<file path="src/rtl/vec_issue_sequencer.sv">
// Multi-beat vector issue sequencer: walks operand chunks out of a sync-read
// register file, drives execute_unit one chunk per cycle, and times the writeback strobes.
module vec_issue_sequencer #(
    parameter int PE_COUNT   = 4,
    parameter int DATA_WIDTH = 8,
    parameter int ADDR_WIDTH = 5,
    parameter int LEN_WIDTH  = 4,
    parameter int EXEC_LAT   = 1
) (
    input  logic                           clk_i,
    input  logic                           rstn_i,
    input  logic                           instr_valid_i,
    output logic                           instr_ready_o,
    input  logic [1:0]                     instr_op_i,
    input  logic                           instr_dot_i,
    input  logic [ADDR_WIDTH-1:0]          instr_src_a_i,
    input  logic [ADDR_WIDTH-1:0]          instr_src_b_i,
    input  logic [ADDR_WIDTH-1:0]          instr_dst_i,
    input  logic [LEN_WIDTH-1:0]           instr_len_i,
    output logic [ADDR_WIDTH-1:0]          rf_raddr_a_o,
    output logic [ADDR_WIDTH-1:0]          rf_raddr_b_o,
    input  logic [PE_COUNT*DATA_WIDTH-1:0] rf_rdata_a_i,
    input  logic [PE_COUNT*DATA_WIDTH-1:0] rf_rdata_b_i,
    output logic [PE_COUNT*DATA_WIDTH-1:0] a_o,
    output logic [PE_COUNT*DATA_WIDTH-1:0] b_o,
    output logic [1:0]                     pe_op_o,
    output logic                           dot_prod_en_o,
    output logic                           shift_o,
    output logic                           wb_en_o,
    output logic [ADDR_WIDTH-1:0]          wb_addr_o,
    output logic                           wb_sel_o,
    output logic                           busy_o
);

    localparam int DEPTH = 2 + EXEC_LAT;
    localparam int LANES = PE_COUNT * DATA_WIDTH;

    typedef enum logic [1:0] {
        IDLE  = 2'd0,
        ISSUE = 2'd1,
        DRAIN = 2'd2
    } state_e;

    state_e state_q, state_d;

    logic                  accept_s;
    logic [1:0]            op_q;
    logic                  dot_q;
    logic [ADDR_WIDTH-1:0] dst_q;
    logic [LEN_WIDTH-1:0]  last_q;
    logic [LEN_WIDTH-1:0]  beat_q;
    logic [ADDR_WIDTH-1:0] raddr_a_q, raddr_b_q;

    logic                  issue_s, first_s, last_s, wb_s, sel_s;
    logic [ADDR_WIDTH-1:0] addr_s;

    logic [DEPTH-1:0]      pv_q, pl_q, pw_q, ps_q;
    logic                  pf0_q;
    logic [ADDR_WIDTH-1:0] pa_q [DEPTH];

    logic [LANES-1:0]      a_q, b_q;
    logic [1:0]            pe_op_q;
    logic                  dot_en_q, shift_q;

    assign accept_s = instr_valid_i && (state_q == IDLE);

    // State register
    always_ff @(posedge clk_i or negedge rstn_i) begin
        if (!rstn_i) begin
            state_q <= IDLE;
        end else begin
            state_q <= state_d;
        end
    end

    // Next-state logic; drain ends once the last beat leaves the writeback stage
    always_comb begin
        state_d = state_q;
        case (state_q)
            IDLE: begin
                if (accept_s) state_d = ISSUE;
                else          state_d = IDLE;
            end
            ISSUE: begin
                if (beat_q == last_q) state_d = DRAIN;
                else                  state_d = ISSUE;
            end
            DRAIN: begin
                if (pv_q[DEPTH-1] && pl_q[DEPTH-1]) state_d = IDLE;
                else                                state_d = DRAIN;
            end
            default: state_d = IDLE;
        endcase
    end

    // State-decoded handshake outputs
    always_comb begin
        instr_ready_o = 1'b0;
        busy_o        = 1'b1;
        case (state_q)
            IDLE: begin
                instr_ready_o = 1'b1;
                busy_o        = 1'b0;
            end
            default: begin
                instr_ready_o = 1'b0;
                busy_o        = 1'b1;
            end
        endcase
    end

    // Instruction latch, beat counter and read-address generation
    always_ff @(posedge clk_i or negedge rstn_i) begin
        if (!rstn_i) begin
            op_q      <= 2'b00;
            dot_q     <= 1'b0;
            dst_q     <= '0;
            last_q    <= '0;
            beat_q    <= '0;
            raddr_a_q <= '0;
            raddr_b_q <= '0;
        end else if (accept_s) begin
            op_q      <= instr_op_i;
            dot_q     <= instr_dot_i;
            dst_q     <= instr_dst_i;
            last_q    <= (instr_len_i == '0) ? '0 : instr_len_i - LEN_WIDTH'(1);
            beat_q    <= '0;
            raddr_a_q <= instr_src_a_i;
            raddr_b_q <= instr_src_b_i;
        end else if (state_q == ISSUE) begin
            beat_q    <= beat_q + LEN_WIDTH'(1);
            raddr_a_q <= raddr_a_q + ADDR_WIDTH'(1);
            raddr_b_q <= raddr_b_q + ADDR_WIDTH'(1);
        end else begin
            beat_q    <= beat_q;
            raddr_a_q <= raddr_a_q;
            raddr_b_q <= raddr_b_q;
        end
    end

    assign rf_raddr_a_o = raddr_a_q;
    assign rf_raddr_b_o = raddr_b_q;

    // Per-beat tag formed in the address cycle; dot products write once, to dst
    always_comb begin
        issue_s = 1'b0;
        first_s = 1'b0;
        last_s  = 1'b0;
        wb_s    = 1'b0;
        sel_s   = 1'b0;
        addr_s  = '0;
        if (state_q == ISSUE) begin
            issue_s = 1'b1;
            first_s = (beat_q == '0);
            last_s  = (beat_q == last_q);
            wb_s    = !dot_q || (beat_q == last_q);
            sel_s   = dot_q;
            addr_s  = dot_q ? dst_q : dst_q + ADDR_WIDTH'(beat_q);
        end else begin
            issue_s = 1'b0;
        end
    end

    // Beat pipeline: entry j holds the beat whose address cycle was j+1 cycles ago
    always_ff @(posedge clk_i or negedge rstn_i) begin
        if (!rstn_i) begin
            pv_q  <= '0;
            pl_q  <= '0;
            pw_q  <= '0;
            ps_q  <= '0;
            pf0_q <= 1'b0;
            for (int j = 0; j < DEPTH; j++) pa_q[j] <= '0;
        end else begin
            pv_q  <= {pv_q[DEPTH-2:0], issue_s};
            pl_q  <= {pl_q[DEPTH-2:0], last_s};
            pw_q  <= {pw_q[DEPTH-2:0], wb_s};
            ps_q  <= {ps_q[DEPTH-2:0], sel_s};
            pf0_q <= first_s;
            pa_q[0] <= addr_s;
            for (int j = 1; j < DEPTH; j++) pa_q[j] <= pa_q[j-1];
        end
    end

    // Operand register: captures read data while a beat sits in the rdata cycle
    always_ff @(posedge clk_i or negedge rstn_i) begin
        if (!rstn_i) begin
            a_q      <= '0;
            b_q      <= '0;
            pe_op_q  <= 2'b00;
            dot_en_q <= 1'b0;
            shift_q  <= 1'b0;
        end else if (pv_q[0]) begin
            a_q      <= rf_rdata_a_i;
            b_q      <= rf_rdata_b_i;
            pe_op_q  <= dot_q ? 2'b11 : op_q;
            dot_en_q <= dot_q;
            shift_q  <= dot_q && pf0_q;
        end else begin
            a_q      <= a_q;
            b_q      <= b_q;
            pe_op_q  <= pe_op_q;
            dot_en_q <= 1'b0;
            shift_q  <= 1'b0;
        end
    end

    assign a_o           = a_q;
    assign b_o           = b_q;
    assign pe_op_o       = pe_op_q;
    assign dot_prod_en_o = dot_en_q;
    assign shift_o       = shift_q;
    assign wb_en_o       = pw_q[DEPTH-1];
    assign wb_addr_o     = pa_q[DEPTH-1];
    assign wb_sel_o      = ps_q[DEPTH-1];

endmodule
</file>
<file path="config.mk">
export PLATFORM = sky130hd
export DESIGN_NAME = vec_issue_sequencer
export DESIGN_NICKNAME = d
export VERILOG_FILES = /design/src/rtl/vec_issue_sequencer.sv
export SDC_FILE = /design/constraint.sdc
export NUM_CORES = 1
export LEC_CHECK = 0
export ABC_AREA = 1
export CORE_MARGIN = 10
export CORE_UTILIZATION = 48
export DETAILED_ROUTE_END_ITERATION = 12
export MAX_ROUTING_LAYER = met4
export PLACE_DENSITY = 0.85
export SETUP_SLACK_MARGIN = 0.3
export SLEW_MARGIN = 20
export SYNTH_ARGS = -nofsm -noshare
export SYNTH_HDL_FRONTEND = slang
export SYNTH_SLANG_ARGS = --single-unit
</file>
<file path="constraint.sdc">
create_clock -name clk_i -period 3.7 [get_ports clk_i]
set_input_delay 0.37 -clock clk_i [delete_from_list [all_inputs] [get_ports clk_i]]
set_output_delay 0.37 -clock clk_i [all_outputs]
set_load 0.03 [all_outputs]
</file>
==> out/qor.log, run 1 <==
INFO  floorplan      fp.coreArea=10200µm²
INFO  clock_tree     clock_tree.buffer_depth=2
INFO  synthesis      synth_enable_flop_cells=0
INFO  synthesis      synth.distinct_cells=26
INFO  sta            fin_worst_skew=7.84ps
INFO  sta            finalCritPeriodShare=61.5%
INFO  hold_path      min_from=pa_q[10]
INFO  place          dp_hpwl=9740µm
INFO  global_route   global_route.usage.met3=4.67%
INFO  global_route   met1_usage=20.0%
INFO  clock_tree     cts.htree.levels=4
INFO  synthesis      syn_area_per_cell=11.9µm²
INFO  cells_and_area most_frequent_standard_cell_in_the_layout_excluding_fill_and_tap_cells=sky130_fd_sc_hd__clkdlybuf4s50_1
INFO  critical_path  cp.arrival=1900ps
INFO  cells_and_area insertedDiodeCount=0
INFO  sta            timing.final.ws_setup=1430ps
INFO  power_and_ir_drop worst_ir_drop_vdd=0.529mV
INFO  synthesis      synth-warning-count=0
INFO  drt            route.antenna.remaining_nets=0
INFO  critical_path  reg2reg_depth=2
INFO  power_and_ir_drop power.density_cell_area=1010nW/µm²
INFO  cells_and_area fill_cells=665
INFO  drt            dr_total_vias=3671
INFO  synthesis      ys_dominant_reg_cell=sky130_fd_sc_hd__dfrtp_1
INFO  synthesis      post-synth-top-area-cell=sky130_fd_sc_hd__dfrtp_1
INFO  synthesis      syn-num-nets=520
INFO  place          placedCellCount=718
INFO  clock_tree     clock-root-buffer=sky130_fd_sc_hd__clkbuf_8
INFO  power_and_ir_drop total_power_consumption=0.00738W
INFO  clock_tree     cts-buffers-inserted=17
INFO  synthesis      share_of_the_yosys_chip_area_belonging_to_registers=62.0%
INFO  critical_path  setup.worst_path.class=flip-flop to output pin
INFO  global_route   pin_count_of_the_biggest_net_entering_global_routing=68
INFO  drt            routed_via_density=4.91
INFO  cells_and_area finalNonFillerCells=747
INFO  global_route   grt-ovfl-total=0
INFO  drt            drc=0
INFO  floorplan      die_height=122µm
INFO  synthesis      synth_async_sr_flop_share=100%
INFO  power_and_ir_drop total_leakage_power=3.33nW
INFO  drt            detailedRoute.firstIterationViolations=357
INFO  clock_tree     cts_num_sinks=124
INFO  cells_and_area multi_input_comb_area=1630µm²
INFO  cells_and_area seq_area=3100µm²
INFO  critical_path  regToRegSetupSlack=1710ps
INFO  sta            fin_tns_setup=0ps
INFO  place          place_congestion=0.898
INFO  cells_and_area num-nets-final=700
INFO  critical_path  worst_path_required_time=3330ps
INFO  synthesis      mapped_cell_area=5000µm²
INFO  hold_path      worst_hold_path_type=flip-flop to flip-flop
INFO  clock_tree     worst_skew_pair.late_latency=510ps
INFO  global_route   grt_pass1_vias=3817
INFO  floorplan      ioPinCount=176
INFO  critical_path  endpoint_of_the_most_critical_register_to_register_path=b_o[0]
INFO  place          detailedPlace.worstSlack=1710ps
INFO  sta            slew_violations=0
INFO  floorplan      placementRows=37
INFO  sta            setup_violations=0
INFO  place          buffer_ports.inserted=175
INFO  hold_path      min_delay_worst_endpoint=pa_q[5]
INFO  critical_path  critical_path.startpoint_type=flip-flop
INFO  critical_path  reg2reg_from=pv_q[0]
INFO  cells_and_area area.growth.synth_to_final=46.5%
INFO  global_route   antenna_found_initial=0
INFO  hold_path      whs_path_depth=0
INFO  global_route   first_pass_grt_wire_length=20300µm
INFO  global_route   track_usage=18.1%
INFO  clock_tree     tritoncts=built
INFO  floorplan      die_area=14900µm²
INFO  sta            slew_headroom=32.0%
INFO  sta            rsz0062_at_grt=false
INFO  critical_path  crit_path_max_fanout=4
INFO  synthesis      synthDominantCellAreaShare=62.0%
INFO  synthesis      yosys_register_bits=124
INFO  sta            worst_pin_slew=1020ps
INFO  floorplan      die_width=122µm
INFO  drt            detail_route.wl_per_cell=17.7µm
INFO  sta            finalHoldViolCount=0
INFO  drt            detail_route.first_pass.iterations=4
INFO  global_route   grt-busiest-layer=met2
INFO  clock_tree     worst_setup_hold_path_clk_slew=60ps
INFO  synthesis      synthesis.instances=422
INFO  sta            final.min_clock_period=2270ps
INFO  critical_path  endpoint_kind=output pin
INFO  drt            wl=13200µm
INFO  cells_and_area most-common-layout-cells=sky130_fd_sc_hd__clkdlybuf4s50_1 (174), sky130_fd_sc_hd__dfrtp_1 (123), sky130_fd_sc_hd__nand2_1 (98)
INFO  outcome        run_status=complete, no violations
INFO  global_route   grt_use_met2=30.9%
INFO  sta            maxClockFrequency=0.440GHz
INFO  cells_and_area layout-drive-gt1-share=16.7%
INFO  flow_run       max_cap_violations=0
INFO  synthesis      netlist_top_cells_area=sky130_fd_sc_hd__dfrtp_1 (62%), sky130_fd_sc_hd__mux2_2 (14%), sky130_fd_sc_hd__nand2_1 (7.4%)
INFO  floorplan      initial_utilization=48.9%
-- area by class of cell --
cell class / instances / area share (%)
Sequential cell: 124 / 42.4
Inverter: 36 / 1.95
Timing Repair Buffer: 178 / 24.4
Clock inverter: 3 / 0.205
Clock buffer: 25 / 6.61
Multi-Input combinational cell: 245 / 22.2
Tap cell: 136 / 2.32
-- state kept, by name, indices dropped and copies added (netlist names), 3 cells and up --
signal / cells
ps_q: 3
beat_q: 4
a_o: 32
b_o: 32
last_q: 4
rf_raddr_a_o: 5
pl_q: 3
rf_raddr_b_o: 5
pa_q: 10
wb_addr_o: 5
pv_q: 3
pw_q: 3
dst_q: 5
-- per-stage QoR --
| step | util (%) | hold WS, ps | cell area [µm²] |
|---|---|---|---|
| after global routing | 71.6 | 351 | 7330 |
| final | 71.6 | 342 | 7330 |
| after floorplan | - | 74.4 | 5000 |
| after CTS | 71.6 | 344 | 7330 |
| after detailed placement | 66.7 | 335 | 6820 |
| after global placement | 66.7 | 334 | 6820 |
-- where the power goes --
| group | total, W | internal, W | switching (W) |
|---|---|---|---|
| Combinational | 0.00347 | 0.00155 | 0.00191 |
| Clock | 0.00140 | 0.000873 | 0.000522 |
| Sequential | 0.00252 | 0.00200 | 0.000515 |
| Total | 0.00738 | 0.00443 | 0.00295 |
-- worst max-delay path: stages (launching register included) --
cell and delay (ps):
sky130_fd_sc_hd__dfrtp_1 450, sky130_fd_sc_hd__nor2_4 230, sky130_fd_sc_hd__clkdlybuf4s50_1 710
-- kinds of logic (layout without fill, tap and decap cells) --
family	count (synthesis)	count (layout)	synth area share (%)
xor+xnor	1	1	0.175
compound gates	20	20	2.15
mux	64	64	14.4
buf+inv	53	242	5.48
flops	124	124	62.0
fa+ha+maj	9	9	2.40
simple gates	151	151	13.4
-- worst max path at each step --
stage                           from            end  slack (ps)  cells after the start
after floorplan            beat_q[0]       pa_q[14]        2260                      6
after global placement       pv_q[0]        a_o[10]        1760                      2
after detailed placement     pv_q[0]         b_o[0]        1710                      2
after CTS                 state_q[1]  instr_ready_o        1390                      2
after global routing      state_q[1]  instr_ready_o        1350                      2
final                     state_q[0]  instr_ready_o        1430                      2
-- per-layer routing --
layer / wire, µm / vias up
met2: 6750 / 136
met1: 5350 / 1785
met3: 1000 / 12
met5: 0 / -
li1: - / 1738
met4: 102 / 0
-- what timing repair did --
| action | CTS | global route |
|---|---|---|
| resized for setup | 0 | 0 |
| setup buffers | 0 | 0 |
| hold buffers | 1 | 0 |
| endpoints found under the hold margin | 66 | 0 |
-- cells in the mapped netlist (3+ instances only) --
cell type and number:
sky130_fd_sc_hd__dfrtp_1 124, sky130_fd_sc_hd__nand2_1 98, sky130_fd_sc_hd__mux2_2 64, sky130_fd_sc_hd__inv_1 32, sky130_fd_sc_hd__nand3_1 26, sky130_fd_sc_hd__nor2_1 12, sky130_fd_sc_hd__o21ai_0 12, sky130_fd_sc_hd__ha_1 8
sky130_fd_sc_hd__buf_2 6, sky130_fd_sc_hd__buf_4 6, sky130_fd_sc_hd__nand4_1 6, sky130_fd_sc_hd__buf_6 5, sky130_fd_sc_hd__a21oi_1 4, sky130_fd_sc_hd__nand3b_1 3, sky130_fd_sc_hd__o21ai_1 3
Power figures use the tool's default switching activity.
==> run 2, diff against run 1 <==
- CORE_UTILIZATION: 48 -> 41
- PLACE_DENSITY: 0.85 -> 0.77
- clock period: 3.7 -> 2 ns (I/O delays scaled with it)
==> run 2 against run 1 <==
  * Clock skew barely moved
  * Largest cell class unchanged
  * Non-clock buffer count rose by 5
  * Worst setup slack got worse by 1100 ps
  * Via count rose by 1.3%
==> out/qor.log, run 2 (same netlist as run 1, synthesis figures left out) <==
INFO  floorplan      die_area=17000µm²
INFO  floorplan      ioPinCount=176
INFO  hold_path      worst_hold_path_type=input port to asynchronous set/reset pin
INFO  global_route   antenna_found_initial=0
INFO  critical_path  cp_cell_sequence=clkdlybuf4s50_1
INFO  drt            routed_via_density=4.85
INFO  sta            setup_violations=0
INFO  drt            detail_route.first_pass.iterations=6
INFO  drt            detailedRoute.firstIterationViolations=253
INFO  clock_tree     cts-buffers-inserted=17
INFO  clock_tree     clock-root-buffer=sky130_fd_sc_hd__clkbuf_16
INFO  critical_path  setup.worst_path.class=flip-flop to output pin
INFO  floorplan      die_height=130µm
INFO  place          place_congestion=0.843
INFO  power_and_ir_drop worst_ir_drop_vdd=0.646mV
INFO  sta            fin_worst_skew=7.52ps
INFO  place          dp_hpwl=9950µm
INFO  cells_and_area utilization=63.3%
INFO  cells_and_area area.growth.synth_to_final=51.4%
INFO  sta            rsz0062_at_grt=false
INFO  drt            route.antenna.remaining_nets=0
INFO  floorplan      die_width=130µm
INFO  power_and_ir_drop total_leakage_power=3.50nW
INFO  floorplan      placementRows=40
INFO  sta            slew_headroom=65.2%
INFO  cells_and_area layout-drive-gt1-share=18.9%
INFO  clock_tree     worst_skew_pair.late_latency=400ps
INFO  place          buffer_ports.inserted=175
INFO  critical_path  regToRegSetupSlack=420ps
INFO  critical_path  worst_path_required_time=1800ps
INFO  critical_path  worst-path-buf-inv=1
INFO  sta            finalHoldViolCount=0
INFO  global_route   grt_pass1_vias=3977
INFO  floorplan      fp.coreArea=12000µm²
INFO  critical_path  timing.critical_path.max_delay_family=buffers and inverters
INFO  critical_path  critical_path.slowest_cell=sky130_fd_sc_hd__clkdlybuf4s50_1
INFO  critical_path  critical_path.startpoint_type=flip-flop
INFO  floorplan      initial_utilization=41.8%
INFO  critical_path  cp_slowest_stage_delay=710ps
INFO  drt            drc=0
INFO  critical_path  crit_path_max_fanout=2
INFO  global_route   pin_count_of_the_biggest_net_entering_global_routing=42
INFO  drt            dr_total_vias=3719
INFO  global_route   grt-ovfl-total=0
INFO  clock_tree     post-cts-setup-buffer-count=0
INFO  cells_and_area seq_area=3110µm²
INFO  sta            slew_violations=0
INFO  global_route   first_pass_grt_wire_length=20800µm
INFO  clock_tree     clock_tree.buffer_depth=2
INFO  flow_run       max_cap_violations=0
INFO  drt            detail_route.wl_per_cell=17.2µm
INFO  clock_tree     cts.htree.levels=4
INFO  sta            maxClockFrequency=0.601GHz
INFO  place          detailedPlace.worstSlack=452ps
INFO  clock_tree     cts_num_sinks=124
INFO  drt            wl=13200µm
INFO  outcome        run_status=complete, no violations
INFO  clock_tree     tritoncts=built
INFO  critical_path  endpoint_kind=output pin
INFO  cells_and_area most_frequent_standard_cell_in_the_layout_excluding_fill_and_tap_cells=sky130_fd_sc_hd__clkdlybuf4s50_1
INFO  critical_path  cp.arrival=1460ps
INFO  sta            finalCritPeriodShare=83.2%
INFO  cells_and_area num-nets-final=705
INFO  power_and_ir_drop power.density_cell_area=1920nW/µm²
INFO  sta            worst_pin_slew=522ps
INFO  cells_and_area fill_cells=906
INFO  sta            final.min_clock_period=1660ps
INFO  cells_and_area multi_input_comb_area=1630µm²
INFO  sta            timing.final.ws_setup=336ps
INFO  sta            fin_tns_setup=0ps
INFO  global_route   track_usage=16.0%
INFO  cells_and_area insertedDiodeCount=0
INFO  cells_and_area most-common-layout-cells=sky130_fd_sc_hd__clkdlybuf4s50_1 (156), sky130_fd_sc_hd__dfrtp_1 (122), sky130_fd_sc_hd__nand2_1 (98)
INFO  clock_tree     worst_setup_hold_path_clk_slew=50ps
run 2: cell types whose count changed in the layout (fill, tap and decap cells not counted), sizes merged:
cell | before | now
clkdlybuf4s50 | 174 | 156
dlygate4sd2 | 0 | 13
bufinv | 0 | 6
buf | 3 | 8
dlymetal6s2s | 0 | 3
clkbuf | 25 | 23
clkinv | 3 | 5
run 2: layer usage:
metal	up-vias	GRT usage [%]	part of all wire [%]
met2	158	26.5	49
met4	0	4.58	0.79
met3	13	6.20	10
met1	1798	17.8	40
li1	1750	-	-
met5	-	-	0
run 2: area by class of cell:
cell class / count / area share [%]
clock inverter: 11 / 2.81
inverter: 36 / 1.88
timing repair buffer: 183 / 24.2
sequential: 124 / 41.0
multi-input combinational: 245 / 21.5
clock buffer: 21 / 6.21
tap: 147 / 2.43
run 2: worst paths after layout:
| check | from | to | cells past startpoint |
|---|---|---|---|
| min | rstn_i | a_o[16] | 2 |
| min in group clk_i | instr_dst_i[1] | dst_q[1] | 3 |
| max | b_o[8] | b_o[8] | 1 |
| max in group asynchronous | rstn_i | a_o[15] | 3 |
| max reg2reg | beat_q[0] | pa_q[14] | 6 |
| min reg2reg | pw_q[1] | pw_q[2] | 0 |
run 2: timing repair:
item                                   4_1_cts  5_1_grt
gates resized for setup                     15        8
hold buffers                                 1        0
setup endpoints to repair                   15        5
endpoints found under the hold margin       37        0
pin swaps                                    0        1
run 2: report_power, final:
part / internal, W / total [W] / switching (W) / leakage [nW]
combinational: 0.00283 / 0.00655 / 0.00372 / 1.66
clock: 0.00243 / 0.00348 / 0.00105 / 0.337
sequential: 0.00371 / 0.00451 / 0.000802 / 1.50
run 2: through the flow:
stage | hold WS, ps | power (W) | instance area, µm² | cells
6_report | 322 | 0.0145 | 7570 | 767
5_1_grt | 344 | 0.0154 | 7570 | 767
4_1_cts | 315 | 0.0147 | 7570 | 767
3_5_place_dp | 213 | 0.0113 | 6900 | 734
3_3_place_gp | 209 | 0.0110 | 6900 | 734
2_1_floorplan | -95.6 | 0.00852 | 5000 | 422
==> run 3, diff against run 2 <==
- CORE_UTILIZATION: 41 -> 45
- PLACE_DENSITY: 0.77 -> 0.8
- clock period: 2 -> 1.72 ns (I/O delays scaled with it)
==> run 3 against run 2 <==
  * Register-to-register slack worse by 120 ps
  * Clock-buffer cell count up 5
  * Cell count is 0.26% higher
==> out/qor.log, run 3 (same netlist as run 1, synthesis figures left out) <==
INFO  cells_and_area layout-drive-gt1-share=35.3%
INFO  hold_path      worst_hold_path_type=input port to flip-flop
INFO  place          dp_hpwl=10000µm
INFO  floorplan      die_width=125µm
INFO  sta            holdWs=205ps
INFO  flow_run       max_cap_violations=0
INFO  power_and_ir_drop combPwrFrac=46.8%
INFO  critical_path  critical_path.startpoint_type=flip-flop
INFO  power_and_ir_drop power.switching=0.00656W
INFO  sta            slew_violations=0
INFO  drt            wl=13700µm
INFO  outcome        run_status=complete, no violations
INFO  floorplan      placementRows=38
INFO  sta            finalHoldViolCount=0
INFO  drt            route.antenna.remaining_nets=0
INFO  sta            maxClockFrequency=0.700GHz
INFO  global_route   first_pass_grt_wire_length=21600µm
INFO  place          detailedPlace.worstSlack=203ps
INFO  clock_tree     clock-root-buffer=sky130_fd_sc_hd__clkbuf_8
INFO  floorplan      die_area=15700µm²
INFO  critical_path  setup.worst_path.class=flip-flop to output pin
INFO  clock_tree     cts_num_sinks=124
INFO  sta            slew_headroom=64.8%
INFO  global_route   track_usage=17.8%
INFO  drt            drc=0
INFO  floorplan      die_height=125µm
INFO  clock_tree     clock_tree.buffer_depth=2
INFO  clock_tree     tritoncts=built
INFO  sta            timing.final.ws_setup=292ps
INFO  power_and_ir_drop power.density_cell_area=2150nW/µm²
INFO  power_and_ir_drop total_leakage_power=3.53nW
INFO  drt            routed_via_density=4.89
INFO  sta            worst_pin_slew=528ps
INFO  sta            finalCritPeriodShare=83.0%
INFO  sta            fin_worst_skew=5.86ps
INFO  power_and_ir_drop worst_ir_drop_vdd=1.19mV
INFO  clock_tree     cts-buffers-inserted=17
INFO  floorplan      fp.coreArea=10800µm²
INFO  floorplan      ioPinCount=176
INFO  critical_path  cp.arrival=1260ps
INFO  global_route   pin_count_of_the_biggest_net_entering_global_routing=41
INFO  critical_path  crit_path_max_fanout=3
INFO  cells_and_area insertedDiodeCount=0
INFO  critical_path  endpoint_kind=output pin
INFO  drt            detail_route.wl_per_cell=17.8µm
INFO  drt            detailedRoute.firstIterationViolations=280
INFO  place          buffer_ports.inserted=175
INFO  sta            final.min_clock_period=1430ps
INFO  cells_and_area post-route-cell-area=7650µm²
INFO  place          place_congestion=0.901
INFO  cells_and_area area.growth.synth_to_final=53.0%
INFO  power_and_ir_drop p_int=0.00991W
INFO  cells_and_area num-nets-final=715
INFO  global_route   grt-ovfl-total=0
INFO  power_and_ir_drop seq_power_share=31.8%
INFO  clock_tree     worst_skew_pair.late_latency=510ps
INFO  critical_path  worst_path_required_time=1550ps
INFO  sta            fin_tns_setup=0ps
INFO  clock_tree     worst_setup_hold_path_clk_slew=50ps
INFO  sta            rsz0062_at_grt=true
INFO  sta            setup_violations=0
INFO  place          post_dp_cell_area=6920µm²
INFO  cells_and_area most_frequent_standard_cell_in_the_layout_excluding_fill_and_tap_cells=sky130_fd_sc_hd__dfrtp_1
INFO  floorplan      initial_utilization=46.1%
INFO  drt            dr_total_vias=3757
INFO  power_and_ir_drop share_of_total_power_in_the_clock_network=21.4%
INFO  power_and_ir_drop sw_frac_of_total=39.8%
INFO  cells_and_area most-common-layout-cells=sky130_fd_sc_hd__dfrtp_1 (119), sky130_fd_sc_hd__nand2_1 (98), sky130_fd_sc_hd__clkdlybuf4s50_1 (87)
INFO  clock_tree     cts.htree.levels=4
INFO  drt            detail_route.first_pass.iterations=5
INFO  global_route   grt_pass1_vias=3857
INFO  global_route   antenna_found_initial=0
## run 3: cell count changes in the layout (fill, tap and decap cells not counted), sizes merged
cell | before | now
buf | 8 | 31
bufinv | 6 | 2
clkbuf | 23 | 30
clkdlybuf4s15 | 0 | 70
clkdlybuf4s50 | 156 | 87
clkinv | 5 | 2
clkinvlp | 0 | 1
dlygate4sd2 | 13 | 0
dlymetal6s2s | 3 | 0
## run 3: layer usage
layer	track usage, %	vias up	wire length [µm]
met5	-	-	0
met2	29.8	162	7060
met4	5.69	0	156
met1	20.3	1807	5640
met3	4.94	15	815
li1	-	1773	-
## run 3: stage by stage
stage / total power, W / utilization (%) / cells
after floorplan: 0.00992 / - / 422
after global placement: 0.0128 / 63.8 / 729
after detailed placement: 0.0131 / 63.8 / 729
after CTS: 0.0165 / 70.5 / 767
after global routing: 0.0174 / 70.6 / 769
final: 0.0165 / 70.6 / 769
## run 3: worst paths after layout
path / startpoint / endpoint / slack [ps] / cells after the start
setup / recovery: state_q[1] / busy_o / 290 / 3
hold / removal: instr_op_i[0] / op_q[0] / 200 / 3
setup reg to reg: dst_q[0] / pa_q[12] / 300 / 5
hold reg to reg: pw_q[1] / pw_q[2] / 340 / 0
max in group asynchronous: rstn_i / beat_q[2] / 920 / 3
min in group asynchronous: rstn_i / b_o[24] / 210 / 2
## run 3: critical path: stages, from the launching register on
cell                      delay (ps)
sky130_fd_sc_hd__dfrtp_2         420
sky130_fd_sc_hd__nor2_4          140
sky130_fd_sc_hd__inv_2            50
sky130_fd_sc_hd__buf_6           130
## run 3: area by class of cell
class,instances,area [µm²]
clock buffer,26,528
clock inverter,5,77.6
fill,694,3190
inverter,36,145
multi-input combinational,245,1660
sequential,124,3110
tap,140,175
timing repair buffer,193,1950
## run 3: power by group through the flow
stage               logic (W)  clock network [W]  registers, W
floorplan             0.00294                  0       0.00697
global placement      0.00765                  0       0.00519
detailed placement    0.00784                  0       0.00528
CTS                   0.00767            0.00357       0.00523
global route          0.00821            0.00372       0.00543
finish                0.00770            0.00352       0.00524
## run 3: repair_timing
item                       4_1_cts  5_1_grt
setup buffers                    6        2
hold endpoints to repair        35        0
hold buffers                     1        0
pin swaps                        6        3
setup endpoints to repair       89       27
gates resized for setup        285       20
